File: config.mk
export PLATFORM = sky130hd
export DESIGN_NAME = hazard_control
export DESIGN_NICKNAME = d
export VERILOG_FILES = /design/src/rtl/hazard_pkg.sv /design/src/rtl/hazard_control_sat_counter.sv /design/src/rtl/hazard_control.sv
export SDC_FILE = /design/constraint.sdc
export NUM_CORES = 1
export LEC_CHECK = 0
export CAP_MARGIN = 20
export CORE_ASPECT_RATIO = 1.2
export CORE_MARGIN = 1
export CORE_UTILIZATION = 43
export DETAILED_ROUTE_END_ITERATION = 10
export PLACE_DENSITY = 0.82
export SYNTH_ARGS = -nofsm -noshare
export SYNTH_HDL_FRONTEND = slang
export SYNTH_SLANG_ARGS = --single-unit
File: constraint.sdc
create_clock -name clk -period 2 [get_ports clk]
set_clock_uncertainty 0.2 [all_clocks]
set_input_delay 0.3 -clock clk [delete_from_list [all_inputs] [get_ports clk]]
set_output_delay 0.3 -clock clk [all_outputs]
set_load 0.02 [all_outputs]
File: src/rtl/hazard_pkg.sv
// Shared types and constants for the pipeline hazard controller.
package hazard_pkg;

    typedef enum logic [1:0] {
        RUN      = 2'd0,
        MEM_WAIT = 2'd1,
        FLUSH    = 2'd2
    } hz_state_t;

    localparam logic [4:0] REG_ZERO = 5'd0;

endpackage

File: src/rtl/hazard_control_sat_counter.sv
// Saturating up-counter with enable and synchronous active-low clear.
module sat_counter #(
    parameter int W = 32
) (
    input  logic         clk,
    input  logic         i_clr_n,
    input  logic         i_en,
    output logic [W-1:0] o_count
);

    logic [W-1:0] r_count;

    always_ff @(posedge clk) begin
        if (!i_clr_n)
            r_count <= '0;
        else if (i_en && (r_count != {W{1'b1}}))
            r_count <= r_count + W'(1);
    end

    assign o_count = r_count;

endmodule

File: src/rtl/hazard_control.sv
// Load-use bubble, memory-wait freeze and branch-flush sequencing for the
// 5-stage pipeline, with a saturating stall-cycle counter.
module hazard_control
    import hazard_pkg::*;
#(
    parameter int MEM_TIMEOUT  = 15,
    parameter int FLUSH_CYCLES = 1,
    parameter int CNT_W        = 32
) (
    input  logic             clk,
    input  logic             reset,
    input  logic [4:0]       idRs,
    input  logic [4:0]       idRt,
    input  logic             idUsesRt,
    input  logic             exMemRead,
    input  logic [4:0]       exRt,
    input  logic             memStart,
    input  logic             memReady,
    input  logic             branchTaken,
    output logic             pcWrite,
    output logic             ifIdWrite,
    output logic             ifIdFlush,
    output logic             hazard,
    output logic             pipeFreeze,
    output logic             timeoutError,
    output logic [CNT_W-1:0] stallCount
);

    localparam int WC_W = $clog2(MEM_TIMEOUT + 1);
    localparam int FC_W = $clog2(FLUSH_CYCLES + 1);

    hz_state_t       r_state, w_next_state;
    logic [WC_W-1:0] r_waitCnt, w_next_wait;
    logic [FC_W-1:0] r_flushCnt, w_next_flush;
    logic            r_timeoutError, w_set_te;
    logic            w_loadUse, w_memStall;

    assign w_loadUse  = exMemRead && (exRt != REG_ZERO) &&
                        ((exRt == idRs) || (idUsesRt && (exRt == idRt)));
    assign w_memStall = memStart && !memReady;

    always_comb begin
        pcWrite      = 1'b1;
        ifIdWrite    = 1'b1;
        ifIdFlush    = 1'b0;
        hazard       = 1'b0;
        pipeFreeze   = 1'b0;
        w_next_state = r_state;
        w_next_wait  = r_waitCnt;
        w_next_flush = r_flushCnt;
        w_set_te     = 1'b0;

        case (r_state)
            RUN: begin
                if (w_memStall) begin
                    pcWrite      = 1'b0;
                    ifIdWrite    = 1'b0;
                    pipeFreeze   = 1'b1;
                    w_next_state = MEM_WAIT;
                    w_next_wait  = WC_W'(1);
                end else if (branchTaken) begin
                    ifIdFlush = 1'b1;
                    hazard    = 1'b1;
                    if (FLUSH_CYCLES > 1) begin
                        w_next_state = FLUSH;
                        w_next_flush = FC_W'(FLUSH_CYCLES - 1);
                    end
                end else if (w_loadUse) begin
                    hazard    = 1'b1;
                    pcWrite   = 1'b0;
                    ifIdWrite = 1'b0;
                end
            end
            MEM_WAIT: begin
                // EX is frozen, so a pending branch/load-use is re-seen in RUN.
                pcWrite    = 1'b0;
                ifIdWrite  = 1'b0;
                pipeFreeze = 1'b1;
                if (memReady) begin
                    w_next_state = RUN;
                end else if (r_waitCnt == WC_W'(MEM_TIMEOUT)) begin
                    w_set_te     = 1'b1;
                    w_next_state = RUN;
                end else begin
                    w_next_wait = r_waitCnt + WC_W'(1);
                end
            end
            FLUSH: begin
                if (w_memStall) begin
                    pcWrite      = 1'b0;
                    ifIdWrite    = 1'b0;
                    pipeFreeze   = 1'b1;
                    w_next_state = MEM_WAIT;
                    w_next_wait  = WC_W'(1);
                end else begin
                    ifIdFlush = 1'b1;
                    hazard    = 1'b1;
                    if (r_flushCnt == FC_W'(1))
                        w_next_state = RUN;
                    else
                        w_next_flush = r_flushCnt - FC_W'(1);
                end
            end
            default: w_next_state = RUN;
        endcase

        // Reset overrides everything so the pipeline runs freely while held.
        if (!reset) begin
            pcWrite    = 1'b1;
            ifIdWrite  = 1'b1;
            ifIdFlush  = 1'b0;
            hazard     = 1'b0;
            pipeFreeze = 1'b0;
        end
    end

    always_ff @(posedge clk) begin
        if (!reset) begin
            r_state        <= RUN;
            r_waitCnt      <= '0;
            r_flushCnt     <= '0;
            r_timeoutError <= 1'b0;
        end else begin
            r_state    <= w_next_state;
            r_waitCnt  <= w_next_wait;
            r_flushCnt <= w_next_flush;
            if (w_set_te)
                r_timeoutError <= 1'b1;
        end
    end

    assign timeoutError = r_timeoutError;

    sat_counter #(.W(CNT_W)) u_stall_cnt (
        .clk     (clk),
        .i_clr_n (reset),
        .i_en    (!pcWrite),
        .o_count (stallCount)
    );

endmodule

-- Word-level counts from Yosys, hierarchy flattened
Index checks and enable logic that the tools add are counted.
- bits in registers: 40
- latch bits: 0
- memory bits (writable): 0
- memory bits (read-only): 0
- input bits: 22
- output and inout bits: 38
- logic and storage cells: 68
- memories kept: 0
- $add $sub $neg: 3
- $mul: 0
- divide/modulo/power cells: 0
- $lt $le $gt $ge: 0
- eq/ne operators: 12
- shifts and indexed selects: 0
- mux-type cells: 32
- bitwise logic cells: 1
- reduce and logical (&&, ||, !) cells: 15
- operator list (kind ; count):
    adder 32 x 1 -> 32 bit (second input constant) ; 1
    inequality test 32 bit (second input constant) ; 1
    2-to-1 mux 1 bit ; 18
    2-to-1 mux 4 bit ; 3
    equality test 5 bit ; 2
    2-to-1 mux 2 bit ; 5
    case mux 4 bit (2 select lines) ; 1
    inequality test 2 bit (second input constant) ; 3
    inequality test 3 bit (second input constant) ; 2
    case mux 1 bit (2 select lines) ; 3
    case mux 2 bit (3 select lines) ; 1
    logical AND 1 bit ; 5
    nonzero test 5 bit ; 1
    adder 4 x 1 -> 4 bit (second input constant) ; 1
    equality test 4 bit (second input constant) ; 1
    AND reduction 4 bit ; 1
    case mux 1 bit (3 select lines) ; 1
    AND reduction 3 bit ; 1
    equality test 2 x 1 -> 1 bit (second input constant) ; 1
    equality test 2 bit (second input constant) ; 1
    zero test 1 bit ; 2
    zero test 2 bit ; 1
    inequality test 2 x 1 -> 1 bit (second input constant) ; 1
    AND reduction 2 bit ; 1
    5 further kinds ; 5

-- Depth between registers and ports, before layout
- word-level depth: 11
- gate-level depth with buffers: 9

-- By module
Synthesis repeated with hierarchy kept, for this count alone.
- cell total of the unflattened synthesis: 245
- area total of the unflattened synthesis: 2117.0 um2
- modules (own cells, without submodules) (module ; instances ; cells an instance ; area an instance (um2) ; seq. area each (um2)):
    sat_counter ; 1 ; 190 ; 1655.3 ; 640.6
    hazard_control ; 1 ; 55 ; 461.7 ; 120.1

-- Least setup slack after synthesis
OpenSTA, ideal clock, no wires.
- path kind: reg-to-reg
- from: register u_stall_cnt.r_count[0] (netlist: u_stall_cnt.o_count[0])
- to: register u_stall_cnt.r_count[30] (netlist: u_stall_cnt.o_count[30])
- setup time: 0.070 ns
- arrival: 2.036 ns
- required time: 1.730 ns
- slack: -0.307 ns
- cell stages (with the launch flop): 8
- path through: dfxtp_1 ha_1 nand3_4 nor3_4 nand2_2 or3_1 or3_1 a21oi_1
- longest elaborated chain between the ends: 2
- elaborated cells between the ends (all ways): 3
- those cells by class: add/sub: 1; eq/ne: 1; reduce/logical: 1
- ends and longest elaborated chain (item ; line ; source):
    start: declaration ; hazard_control_sat_counter.sv:11 ; logic [W-1:0] r_count;
    start signal: assignment ; hazard_control_sat_counter.sv:17 ; r_count <= r_count + W'(1);
    branches (longest 2 deep; another with adder 32 x 1 -> 32 bit) ; n/a ;
Parallel ways; which one is timed is not known.
A chain may end at the register's enable or synchronous reset.

-- Worst setup path after layout
- from: register u_stall_cnt.r_count[18] (netlist: u_stall_cnt.o_count[18])
- to: register u_stall_cnt.r_count[22] (netlist: u_stall_cnt.o_count[22])
Same word-level chain as after synthesis.

==> results by group <==
Status
  – Run status: finished, violations left
  – Failing checks: negative setup slack

Synth
  – Ranking of synthesized cells by area: dfxtp_1 (36%), or3_1 (4.2%), xnor2_1 (4.2%), nand2_1 (4.1%), a21oi_1 (4.1%)
  – Post-Synth Adder-Cell Area: 1.19%
  – Main combinational cell family by area after synthesis: simple AND/OR/NAND/NOR gates
  – Post-synth EDFFs: 0
  – Syn Area/Cell: 8.46 µm²
  – Total nets after synthesis: 272
  – Post-Synth XOR/XNOR Area: 5.43%
  – Multiplexer share of the synthesized area: 3.34%
  – Post-synthesis compound-gate area fraction: 18.9%
  – Cell Area, Synth: 2100 µm²
  – Synth cell types: 47
  – Post-Syn Instances: 248
  – Synth top area share: 36.3%
  – #FFs+latches synth: 38
  – Sequential fraction of the synthesis area: 36.3%
  – Top FF cell, synth: dfxtp_1
  – Yosys Warn Count: 0
  – Yosys top cell by area: dfxtp_1
  – Synth async-reset ratio: 0%
  – Simple-gate share of the synthesized area: 30.7%

Cells and area
  – Layout cell share with drive strength beyond 1: 49.1%
  – Most common cell after layout, fill and taps aside: buf_4
  – Diode count: 0
  – Commonest cells after routing, fill and taps aside: buf_4 (69), clkdlybuf4s50_1 (33), nand2_1 (22)
  – Layout Area Growth over Synthesis: 90.5%
  – Design area: 3990 µm²
  – Final nets: 412

Detailed routing
  – Vias: 2,866
  – Detailed Route WL: 10,100 µm
  – Drt via density: 6.41
  – Avg WL per Cell: 22.6 µm
  – First-pass iteration count of the detailed router: 7
  – Detail Route Antenna Nets: 0
  – DRC: 0
  – Initial DRC Count: 340

Global route
  – Grt total ovfl: 0
  – Vias in the first global route: 2,577
  – Global-route wire length before repair: 12,500 µm
  – Largest net degree at the start of global routing: 24
  – Total track usage: 32.0%
  – Initial antenna violation count: 0

Die
  – Initial Util: 45.3%
  – Row count: 27
  – I/O pins: 60
  – Die ar.: 5160 µm²
  – Die W: 65.8 µm
  – Core footprint: 4630 µm²
  – Die Span Y: 78.5 µm

Worst setup path
  – Top Family by Delay on Critical Path: simple AND/OR/NAND/NOR gates
  – Setup CP Type: flip-flop to flip-flop
  – Buf/Inv on CP: 0
  – Worst setup SP type: flip-flop
  – Crit-path max FO: 3
  – Slowest stage delay, CP: 0.42 ns
  – Slowest-stage cell, CP: or3_4
  – CP Cell Sequence: nand4_1 > or3_4 > nor4_4 > nand4_1 > or3_1 > a21oi_1
  – CP Data Arrival Time: 2.22 ns
  – Most Frequent Cell on Critical Path: nand4_1
  – Crit. End Element: flip-flop
  – Worst EP required: 2.03 ns

Place
  – Post-Place Cell Area: 3250 µm²
  – Worst slack, placed: -0.833 ns
  – IO buf count: 59
  – RePlAce Congestion: 0.829
  – Detail Placement HPWL: 4460 µm

Flow run
  – Max-cap check violation count: 0

CTS
  – Clk sinks: 38
  – Htree depth: 2
  – CTS Buf Count: 5
  – CTS clk-pin slew, worst paths: 0.08 ns
  – Later-pin clock latency in the skew report: 0.30 ns
  – Hold_buf cts: 0
  – Clk Tree Root Cell: clkbuf_8
  – Clock buffer depth: 2
  – CTS tree: done

Power and ir drop
  – Peak supply drop: 565 µV
  – Combinational Power Share: 14.7%
  – Sequential group share of total power: 40.8%
  – Leak pwr: 1.60 nW
  – Sw Share: 23.6%
  – Clock share of power: 44.5%
  – Cell internal pwr: 1.42 mW
  – PwrDens: 467 nW/µm²
  – Psw: 439 µW

STA
  – Slew Limit Fails: 0
  – Worst Tran Pin Value: 0.451 ns
  – RSZ-0062 raised after global routing: yes
  – Max-slew headroom: 69.6%
  – Final Setup Violations: 27
  – Crit path time final: 2.19 ns
  – Final WS setup: -0.192 ns
  – Fin crit share: 110%
  – Peak Freq: 0.456 GHz
  – Count of final hold-check violations: 0

Worst hold path
  – Class of the worst hold path: flip-flop to flip-flop
[sequential cells by signal (all words and copies together) (netlist names)]
| name | cells |
|---|---|
| u_stall_cnt.o_count | 32 |
| r_waitCnt | 4 |
| r_state | 1 |
| timeoutError | 1 |
[cell usage after synthesis (all sizes together) (10+ instances only)]
cell   count
a21oi     18
dfxtp     38
nand2     24
nand3     13
nand4     12
nor2      12
o21ai     18
o31ai     10
or3       14
xnor2     10
[final timing paths]
path         depth (start not counted)                                  from                                   end  slack (ns)
min                                  1             timeoutError$_SDFFE_PN0P_             timeoutError$_SDFFE_PN0P_        0.30
max                                  6  u_stall_cnt.o_count[18]$_SDFFE_PN0P_  u_stall_cnt.o_count[22]$_SDFFE_PN0P_       -0.19
max reg2reg                          6  u_stall_cnt.o_count[18]$_SDFFE_PN0P_  u_stall_cnt.o_count[22]$_SDFFE_PN0P_       -0.19
min reg2reg                          1             timeoutError$_SDFFE_PN0P_             timeoutError$_SDFFE_PN0P_        0.30
[worst reg2reg max path: cells and delay by family, from the launching register on]
| kind | cells | cell delay [ns] |
|---|---|---|
| flops | 1 | 0.34 |
| simple gates | 5 | 1.43 |
| compound gates | 1 | 0.16 |
[routing by layer]
| metal | global-route usage, % | vias to the layer above | wire length (µm) |
|---|---|---|---|
| li1 | - | 1208 | - |
| met1 | 34.4 | 1354 | 3690 |
| met2 | 57.0 | 230 | 5060 |
| met3 | 5.52 | 74 | 718 |
| met4 | 18.3 | 0 | 612 |
| met5 | 0 | - | 0 |
[cell type report]
cell class | count | area [µm²]
Multi-Input combinational cell | 194 | 1640
Sequential cell | 38 | 795
Inverter | 4 | 15.0
Tap cell | 58 | 72.6
Fill cell | 222 | 634
Clock buffer | 6 | 82.6
Timing Repair Buffer | 145 | 1330
Clock inverter | 2 | 60.1
[through the flow]
stage                     instances  total power, mW  setup TNS (ns)  utilization, %  hold slack (ns)
after floorplan                 248            0.871         -0.0748               -            0.179
after global placement          416            0.978          -18.40            70.1            0.251
after detailed placement        416            0.984          -21.82            70.1            0.264
after CTS                       439             1.84          -0.192            79.6            0.297
after global routing            447             1.90           -3.30            86.3            0.303
final                           447             1.86           -1.86            86.3            0.296
[power groups by stage]
| stage | logic (mW) | registers, mW | clock network, mW |
|---|---|---|---|
| after floorplan | 0.0883 | 0.783 | 0 |
| after global placement | 0.197 | 0.780 | 0 |
| after detailed placement | 0.203 | 0.781 | 0 |
| after CTS | 0.243 | 0.762 | 0.834 |
| after global routing | 0.284 | 0.760 | 0.857 |
| final | 0.274 | 0.760 | 0.830 |
[timing repair]
action / 4_1_cts / 5_1_grt
gates cloned: 3 / 0
endpoints found under the setup margin: 37 / 35
setup buffers: 14 / 10
gates resized for setup: 110 / 64
pin swaps: 37 / 45
[logic make-up (layout without fill, tap and decap cells)]
logic type / Yosys count / count (layout)
AND/OR/NAND/NOR: 109 / 109
AO/OA/AOI/OAI: 63 / 63
flip-flops: 38 / 38
buffers and inverters: 16 / 157
XOR/XNOR: 13 / 13
multiplexers: 7 / 7
adder cells (fa/ha/maj): 2 / 2
Power figures use the tool's default switching activity.
